<file path="src/rtl/guess_capture.sv">
// Submit-button capture stage: synchronizes sw/btn, debounces btn, latches sw once per clean press.
// Capture strobe appears DEBOUNCE_CYCLES+2 edges after btn is first sampled; there is no backpressure.
module guess_capture #(
    parameter int WIDTH           = 6,
    parameter int DEBOUNCE_CYCLES = 4
) (
    input  logic             clk,
    input  logic             rst,
    input  logic [WIDTH-1:0] sw,
    input  logic             btn,
    output logic [WIDTH-1:0] guess,
    output logic             guess_valid,
    output logic             busy,
    output logic [2:0]       press_count
);

    typedef enum logic [1:0] {
        IDLE    = 2'd0,
        PRESS   = 2'd1,
        HELD    = 2'd2,
        RELEASE = 2'd3
    } state_e;

    localparam logic [7:0] CNT_LAST = 8'(DEBOUNCE_CYCLES - 1);

    logic             btn_meta_q;
    logic             btn_s_q;
    logic [WIDTH-1:0] sw_meta_q;
    logic [WIDTH-1:0] sw_s_q;

    state_e           state_q, state_d;
    logic [7:0]       cnt_q, cnt_d;
    logic [WIDTH-1:0] guess_q, guess_d;
    logic             guess_valid_q, guess_valid_d;
    logic [2:0]       press_count_q, press_count_d;

    // Two-flop synchronizers; nothing downstream touches the raw inputs.
    always_ff @(posedge clk or posedge rst) begin
        if (rst) begin
            btn_meta_q <= 1'b0;
            btn_s_q    <= 1'b0;
            sw_meta_q  <= '0;
            sw_s_q     <= '0;
        end else begin
            btn_meta_q <= btn;
            btn_s_q    <= btn_meta_q;
            sw_meta_q  <= sw;
            sw_s_q     <= sw_meta_q;
        end
    end

    always_ff @(posedge clk or posedge rst) begin
        if (rst) begin
            state_q       <= IDLE;
            cnt_q         <= 8'd0;
            guess_q       <= '0;
            guess_valid_q <= 1'b0;
            press_count_q <= 3'd0;
        end else begin
            state_q       <= state_d;
            cnt_q         <= cnt_d;
            guess_q       <= guess_d;
            guess_valid_q <= guess_valid_d;
            press_count_q <= press_count_d;
        end
    end

    always_comb begin
        state_d       = state_q;
        cnt_d         = cnt_q;
        guess_d       = guess_q;
        guess_valid_d = 1'b0;
        press_count_d = press_count_q;

        unique case (state_q)
            IDLE: begin
                if (btn_s_q) begin
                    state_d = PRESS;
                    cnt_d   = 8'd1;
                end
            end
            // A low sample is checked first so a bounce on the final count still aborts.
            PRESS: begin
                if (!btn_s_q) begin
                    state_d = IDLE;
                    cnt_d   = 8'd0;
                end else if (cnt_q == CNT_LAST) begin
                    state_d       = HELD;
                    guess_d       = sw_s_q;
                    guess_valid_d = 1'b1;
                    press_count_d = press_count_q + 3'd1;
                end else begin
                    cnt_d = cnt_q + 8'd1;
                end
            end
            HELD: begin
                if (!btn_s_q) begin
                    state_d = RELEASE;
                    cnt_d   = 8'd1;
                end
            end
            RELEASE: begin
                if (btn_s_q) begin
                    state_d = HELD;
                end else if (cnt_q == CNT_LAST) begin
                    state_d = IDLE;
                end else begin
                    cnt_d = cnt_q + 8'd1;
                end
            end
            default: state_d = IDLE;
        endcase
    end

    assign guess       = guess_q;
    assign guess_valid = guess_valid_q;
    assign press_count = press_count_q;
    assign busy        = (state_q != IDLE);

endmodule

</file>
<file path="config.mk">
export PLATFORM = sky130hd
export DESIGN_NAME = guess_capture
export DESIGN_NICKNAME = d
export VERILOG_FILES = /design/src/rtl/guess_capture.sv
export SDC_FILE = /design/constraint.sdc
export NUM_CORES = 1
export LEC_CHECK = 0
export CAP_MARGIN = 20
export CORE_MARGIN = 2
export CORE_UTILIZATION = 53
export CTS_CLUSTER_DIAMETER = 60
export DETAILED_ROUTE_END_ITERATION = 12
export PLACE_DENSITY = 0.78
export SYNTH_ARGS = -nofsm -noshare
export SYNTH_HDL_FRONTEND = slang
export SYNTH_SLANG_ARGS = --single-unit
</file>
<file path="constraint.sdc">
create_clock -name clk -period 1.95 [get_ports clk]
set_input_delay 0.39 -clock clk [delete_from_list [all_inputs] [get_ports clk]]
set_output_delay 0.39 -clock clk [all_outputs]
set_load 0.02 [all_outputs]
</file>
* Word-level counts from Yosys, hierarchy flattened
Cells that the tools add are included.
** Word-level totals
- Register bits after elaboration :: 34
- Input bits :: 9
- Logic and storage cells :: 41
** Operators by class
- $add $sub $neg :: 2
- Equal/unequal tests :: 9
- Multiplexer cells :: 16
- Reductions and logical operators :: 5
** Operator list (number)
- 2-to-1 mux 8 bit :: 5
- one-hot mux 8 bit (4 select lines) :: 1
- 2-to-1 mux 2 bit :: 6
- adder 8 x 1 -> 8 bit, second input constant :: 1
- equality test 8 x 2 -> 1 bit, second input constant :: 1
- one-hot mux 2 bit (4 select lines) :: 1
- != test 2 bit, second input constant :: 3
- != test 3 bit, second input constant :: 2
- AND reduction 3 bit :: 2
- equality test 2 bit, second input constant :: 2
- AND reduction 4 bit :: 1
- adder 3 x 1 -> 3 bit, second input constant :: 1
- 2-to-1 mux 1 bit :: 3
- equality test 2 x 1 -> 1 bit, second input constant :: 1
- logical NOT 2 bit :: 1
- nonzero test 2 bit :: 1

* Depth between registers and ports, before layout
Gate-level depths: netlist of the first run.
- Depth after elaboration :: 4
- Mapped depth :: 6
- Gate-level depth less buffers :: 5

* Least setup slack after synthesis of the first run
OpenSTA, ideal clock, no wires.
- Kind :: flip-flop to flip-flop
- Start :: register cnt_q[0]
- End :: register cnt_q[1]
- Library setup time :: 0.086 ns
- Arrival time :: 1.611 ns
- Slack :: 0.254 ns
- Stages on the path, launching flop included :: 7
- Path buffers :: 1
- Period minus slack after synthesis :: 1.696 ns
- Path through :: dfrtp_1 > ha_1 > nor4b_4 > and2_1 > buf_6 > or4_4 > o221ai_2
** Between the ends
- Cells in the longest elaborated chain, start to end :: 4
** Ends and longest elaborated chain
- start, declared :: RTL line 32 : logic [7:0] cnt_q, cnt_d;
- start signal, assigned :: RTL line 61 : cnt_q <= cnt_d;
- adder 8 x 1 -> 8 bit or equality test 8 x 2 -> 1 bit (tied branches)
- 2-to-1 mux 8 bit (*) :: RTL line 87, 105
- 2-to-1 mux 8 bit (on tied branches) :: RTL line 103, 84
- one-hot mux 8 bit (4 select lines) (*) :: RTL line 75 : unique case (state_q)
Every way passes the cells marked *; elsewhere a longest branch is shown, timed or not. The select of a mux whose other input is x is not followed.
A chain may end at the register's enable or synchronous reset.

* Worst setup path after layout of the first run
- Start :: register cnt_q[1]
- End :: register press_count_q[1] (netlist: press_count[1])
** Between the ends
- Cells in the longest elaborated chain, start to end :: 2
** Ends and longest elaborated chain
- equality test 8 x 2 -> 1 bit :: RTL line 87 : end else if (cnt_q == CNT_LAST) begin
- AND reduction 3 bit (no source line)
- end signal, assigned :: RTL line 64 : press_count_q <= press_count_d;
- end, declared :: RTL line 35 : logic [2:0] press_count_q, press_count_d;
No other way between the ends.

==> metrics list, run 1 <==
- For this block, the via count after detailed routing is 949.
- Master cell of the clock root buffer: sky130_fd_sc_hd__clkbuf_4
- The first global-routing pass estimated 4471 µm of wire.
- CTS max path bufs: 2
- In the final routed layout, each cell accounts on average for 15.35 µm.
- The floorplan step set the die height to 56.13 µm.
* Count of synthesis-stage warnings from yosys: 0
- Setup violations remaining at the end of the flow were counted as 0.
- For this run, the total global-route usage over all layers was measured as 18.88%.
- Post-CTS Repair Setup Buffers: 0
- Summed over all failing endpoints, the final setup total negative slack is 0 ps.
- CTS H-tree depth: 2
- Dividing total power by cell area gives a power density of 1370 nW/µm².
* Layout overhead on the synthesized area: 24.33%
- Placer Congestion: 0.8380
- Setup repair after global routing left no endpoint under its margin.
- The worst setup path is captured at a register.
- Fraction of final layout cells sized beyond drive strength 1: 21.43%
* Kind of start point of the critical path: register
- Synthesis produced a netlist whose cell count is 113.
- Core Box Area: 2522 µm²
- In this run the critical register-to-register path is launched from cnt_q[1].
- Signal arrival time at the worst endpoint: 2040 ps
* Crit Path Class: register to register
- Final max-slew violation count: 0
* Post-synthesis net count: 124
- Measured against its own limit, the worst slew margin works out to 71.09%.
* Drt drc: 0
* Worst-path fanout max: 9
- Counting the buffers created by CTS gives 5.
- After the last flow step, the layout net total stands at 150.
- After detailed routing, the met2 layer carries 1299 µm of wire.
- Tcrit/Tclk final: 92.71%
- Along the worst hold path, the cell count comes to 0.
- In this run the worst setup path begins at cnt_q[1].
- The cell area that synthesis handed to floorplanning was 1440 µm².
- Filler Cell Count: 174
- The later pin in the worst-skew pair is clocked with a latency of 340 ps.
- The detailed router used layers up to and including met4.
- During I/O placement, the number of pins put on the boundary was 20.
* Die extent in x: 56.13 µm
* Mean Syn Cell Area: 12.74 µm²
- Crit path time final: 1808 ps
* Hold path start: btn_meta_q
- In this run the static leakage power is 0.8189 nW.
- Once detail routing completed, the nets flagged for antenna violations numbered 0.
- At the pin with the least slew margin, the transition time is 430.7 ps.
* Die ar.: 3150 µm²
* Hold Violations, Final: 0
- Largest net degree at the start of global routing: 35
- IR analysis of the VDD net gives a maximum drop of 1.199 mV.
- Timing would allow up to 0.5531 GHz.
* Clk sink count: 34
- Detail Route met3 WL: 128 µm
- The first detailed-routing pass ran for 4 iterations.
* Met1 Routed Length: 1143 µm
- FF-to-FF End: press_count[1]
* Via count of the first global-routing pass: 945
* Clock-pin slew on the worst setup and hold paths: 110 ps
* Final HPWL DP: 1823 µm
- Data required time of the worst path: 2180 ps
- The number of antenna violations at the first check in global routing was 0.
* Overflow left after global routing: 0
- Final Routed Wirelength: 2610 µm
- Result of the run: finished clean
- Effective utilization at floorplan: 57.09%
* Post-synthesis sequential area ratio: 59.08%
* Register bit count reported by yosys: 34
* Synth cell types: 37
- Clock tree from TritonCTS: done
* Max-cap viol count: 0
- Port buffering added 19 buffers.
* Power after layout: 2.453 mW
- Counting cells, the worst reg-to-reg path comes to 5.
- The path with the worst hold slack has its endpoint at btn_s_q.
- Clock skew on the completed layout was measured at 13.90 ps.
* Count of routing violations after the opening detailed-route iteration: 40
- 0 antenna diodes ended up in the layout.
- In this run the core area contains 18 standard-cell rows.
- Vias per std cell: 5.582
- For flop-to-flop paths, the worst setup slack is 140 ps.
- Hold Path Class: register to register
==> synth_stat cells, drive strengths merged <==
| library cell | number | area share (%) |
|---|---|---|
| or4 | 1 | 0.78 |
| a211oi | 1 | 0.52 |
| buf | 3 | 1.5 |
| xor2 | 4 | 2.4 |
| nand4 | 1 | 0.43 |
| and4 | 2 | 1.4 |
| nand2 | 10 | 3.7 |
| clkbuf | 2 | 0.61 |
| nor3 | 3 | 1.0 |
| o31ai | 1 | 0.52 |
| nor4b | 1 | 1.7 |
| inv | 7 | 1.8 |
| nand3b | 1 | 0.52 |
| dfrtp | 34 | 59 |
| and2 | 1 | 0.43 |
| a21oi | 2 | 0.70 |
| ha | 2 | 1.7 |
| a41oi | 1 | 0.61 |
| nor2 | 4 | 1.6 |
| a32oi | 1 | 0.61 |
| and3 | 1 | 0.43 |
| mux2 | 8 | 8.1 |
| xnor2 | 2 | 1.2 |
| nand3 | 6 | 2.1 |
| o221ai | 1 | 1.0 |
| or2 | 2 | 0.87 |
| o32a | 1 | 0.78 |
| a31oi | 3 | 1.3 |
| o22ai | 1 | 0.43 |
| o21ai | 6 | 2.1 |
==> report_power, final <==
part	switching [mW]	internal [mW]
clock	0.238	0.434
sequential	0.0852	0.827
combinational	0.463	0.405
==> cells in the final DEF, fill, tap and decap left out, drive strengths merged <==
| cell type | count |
|---|---|
| or4 | 1 |
| o21ai | 6 |
| nand2 | 10 |
| nand4 | 1 |
| nand3 | 6 |
| nor3 | 3 |
| mux2 | 8 |
| o22ai | 1 |
| dfrtp | 34 |
| clkbuf | 6 |
| a41oi | 1 |
| nand3b | 1 |
| dlymetal6s2s | 1 |
| or2 | 2 |
| o31ai | 1 |
| nor4b | 1 |
| a21oi | 2 |
| and4 | 2 |
| o221ai | 1 |
| a31oi | 3 |
| xnor2 | 2 |
| o32a | 1 |
| buf | 5 |
| and2 | 1 |
| a211oi | 1 |
| a32oi | 1 |
| and3 | 1 |
| xor2 | 4 |
| bufinv | 2 |
| clkdlybuf4s50 | 18 |
| inv | 7 |
| ha | 2 |
| nor2 | 4 |
==> how the worst max path moves through the flow <==
stage	endpoint	slack [ps]	cells after the start
floorplan	cnt_q[1]	250	6
global route	register	60	5
global placement	guess[2]	150	5
CTS	busy	3	2
finish	press_count[1]	140	5
detailed placement	press_count[1]	70	5
==> worst max-delay path, stage by stage (launching register included) <==
cell	delay, ps
sky130_fd_sc_hd__dfrtp_1	460
sky130_fd_sc_hd__ha_1	250
sky130_fd_sc_hd__nor4b_4	240
sky130_fd_sc_hd__and2_2	310
sky130_fd_sc_hd__nand2_8	120
sky130_fd_sc_hd__mux2_4	310
==> metal layers <==
metal | track usage, % | up-vias
li1 | - | 447
met1 | 25.54 | 469
met2 | 28.24 | 28
met3 | 6.977 | 5
met4 | 6.122 | 0
met5 | 0 | -
==> flip-flops by register name, summed over array words and instances, names as in the netlist, named ones only <==
register and flops:
press_count 3, btn_meta_q 1, guess 6, sw_s_q 6, sw_meta_q 6, state_q 1, guess_valid 1, btn_s_q 1
cnt_q 8
==> layout make-up <==
| type | instances | area [µm²] | share of cell area (%) |
|---|---|---|---|
| Inverter | 7 | 26.28 | 1.468 |
| Timing Repair Buffer | 24 | 230.2 | 12.86 |
| Sequential cell | 34 | 850.8 | 47.52 |
| Clock inverter | 2 | 60.06 | 3.354 |
| Multi-Input combinational cell | 67 | 534.3 | 29.84 |
| Clock buffer | 6 | 51.30 | 2.865 |
| Tap cell | 30 | 37.54 | 2.096 |
==> timing repair <==
action,in CTS,in global routing
resized for setup,0,2
setup endpoints to repair,0,8
hold buffers,0,0
==> per-stage QoR <==
| step | setup WS, ps | hold WS, ps | area, µm² | util [%] | instances |
|---|---|---|---|---|---|
| floorplan | 253.8 | 331.2 | 1440 | - | 113 |
| global placement | 146.5 | 334.0 | 1675 | 66.42 | 162 |
| detailed placement | 72.54 | 335.5 | 1675 | 66.42 | 162 |
| CTS | 2.722 | 359.5 | 1787 | 70.83 | 170 |
| global route | 57.42 | 364.5 | 1790 | 70.98 | 170 |
| finish | 142.1 | 357.4 | 1790 | 70.98 | 170 |
==> logic make-up after synthesis <==
group / after synthesis / share of synthesized area (%)
flops: 34 / 59.08
simple gates: 33 / 14.94
compound gates: 18 / 8.602
buf+inv: 12 / 3.909
mux: 8 / 8.080
xor+xnor: 6 / 3.649
fa+ha+maj: 2 / 1.737
Note: power is estimated with default switching activity, not from simulation.
==> run 2, diff against run 1 <==
GPL_ROUTABILITY_DRIVEN = 0   (was unset)
HOLD_SLACK_MARGIN = 0.1   (was unset)
==> results of run 2 <==
Final layout, timing and power as in run 1 (identical DEF).
==> run 3, diff against run 2 <==
CTS_CLUSTER_SIZE = 40   (was unset)
==> results of run 3 <==
Final layout, timing and power as in run 1 (identical DEF).
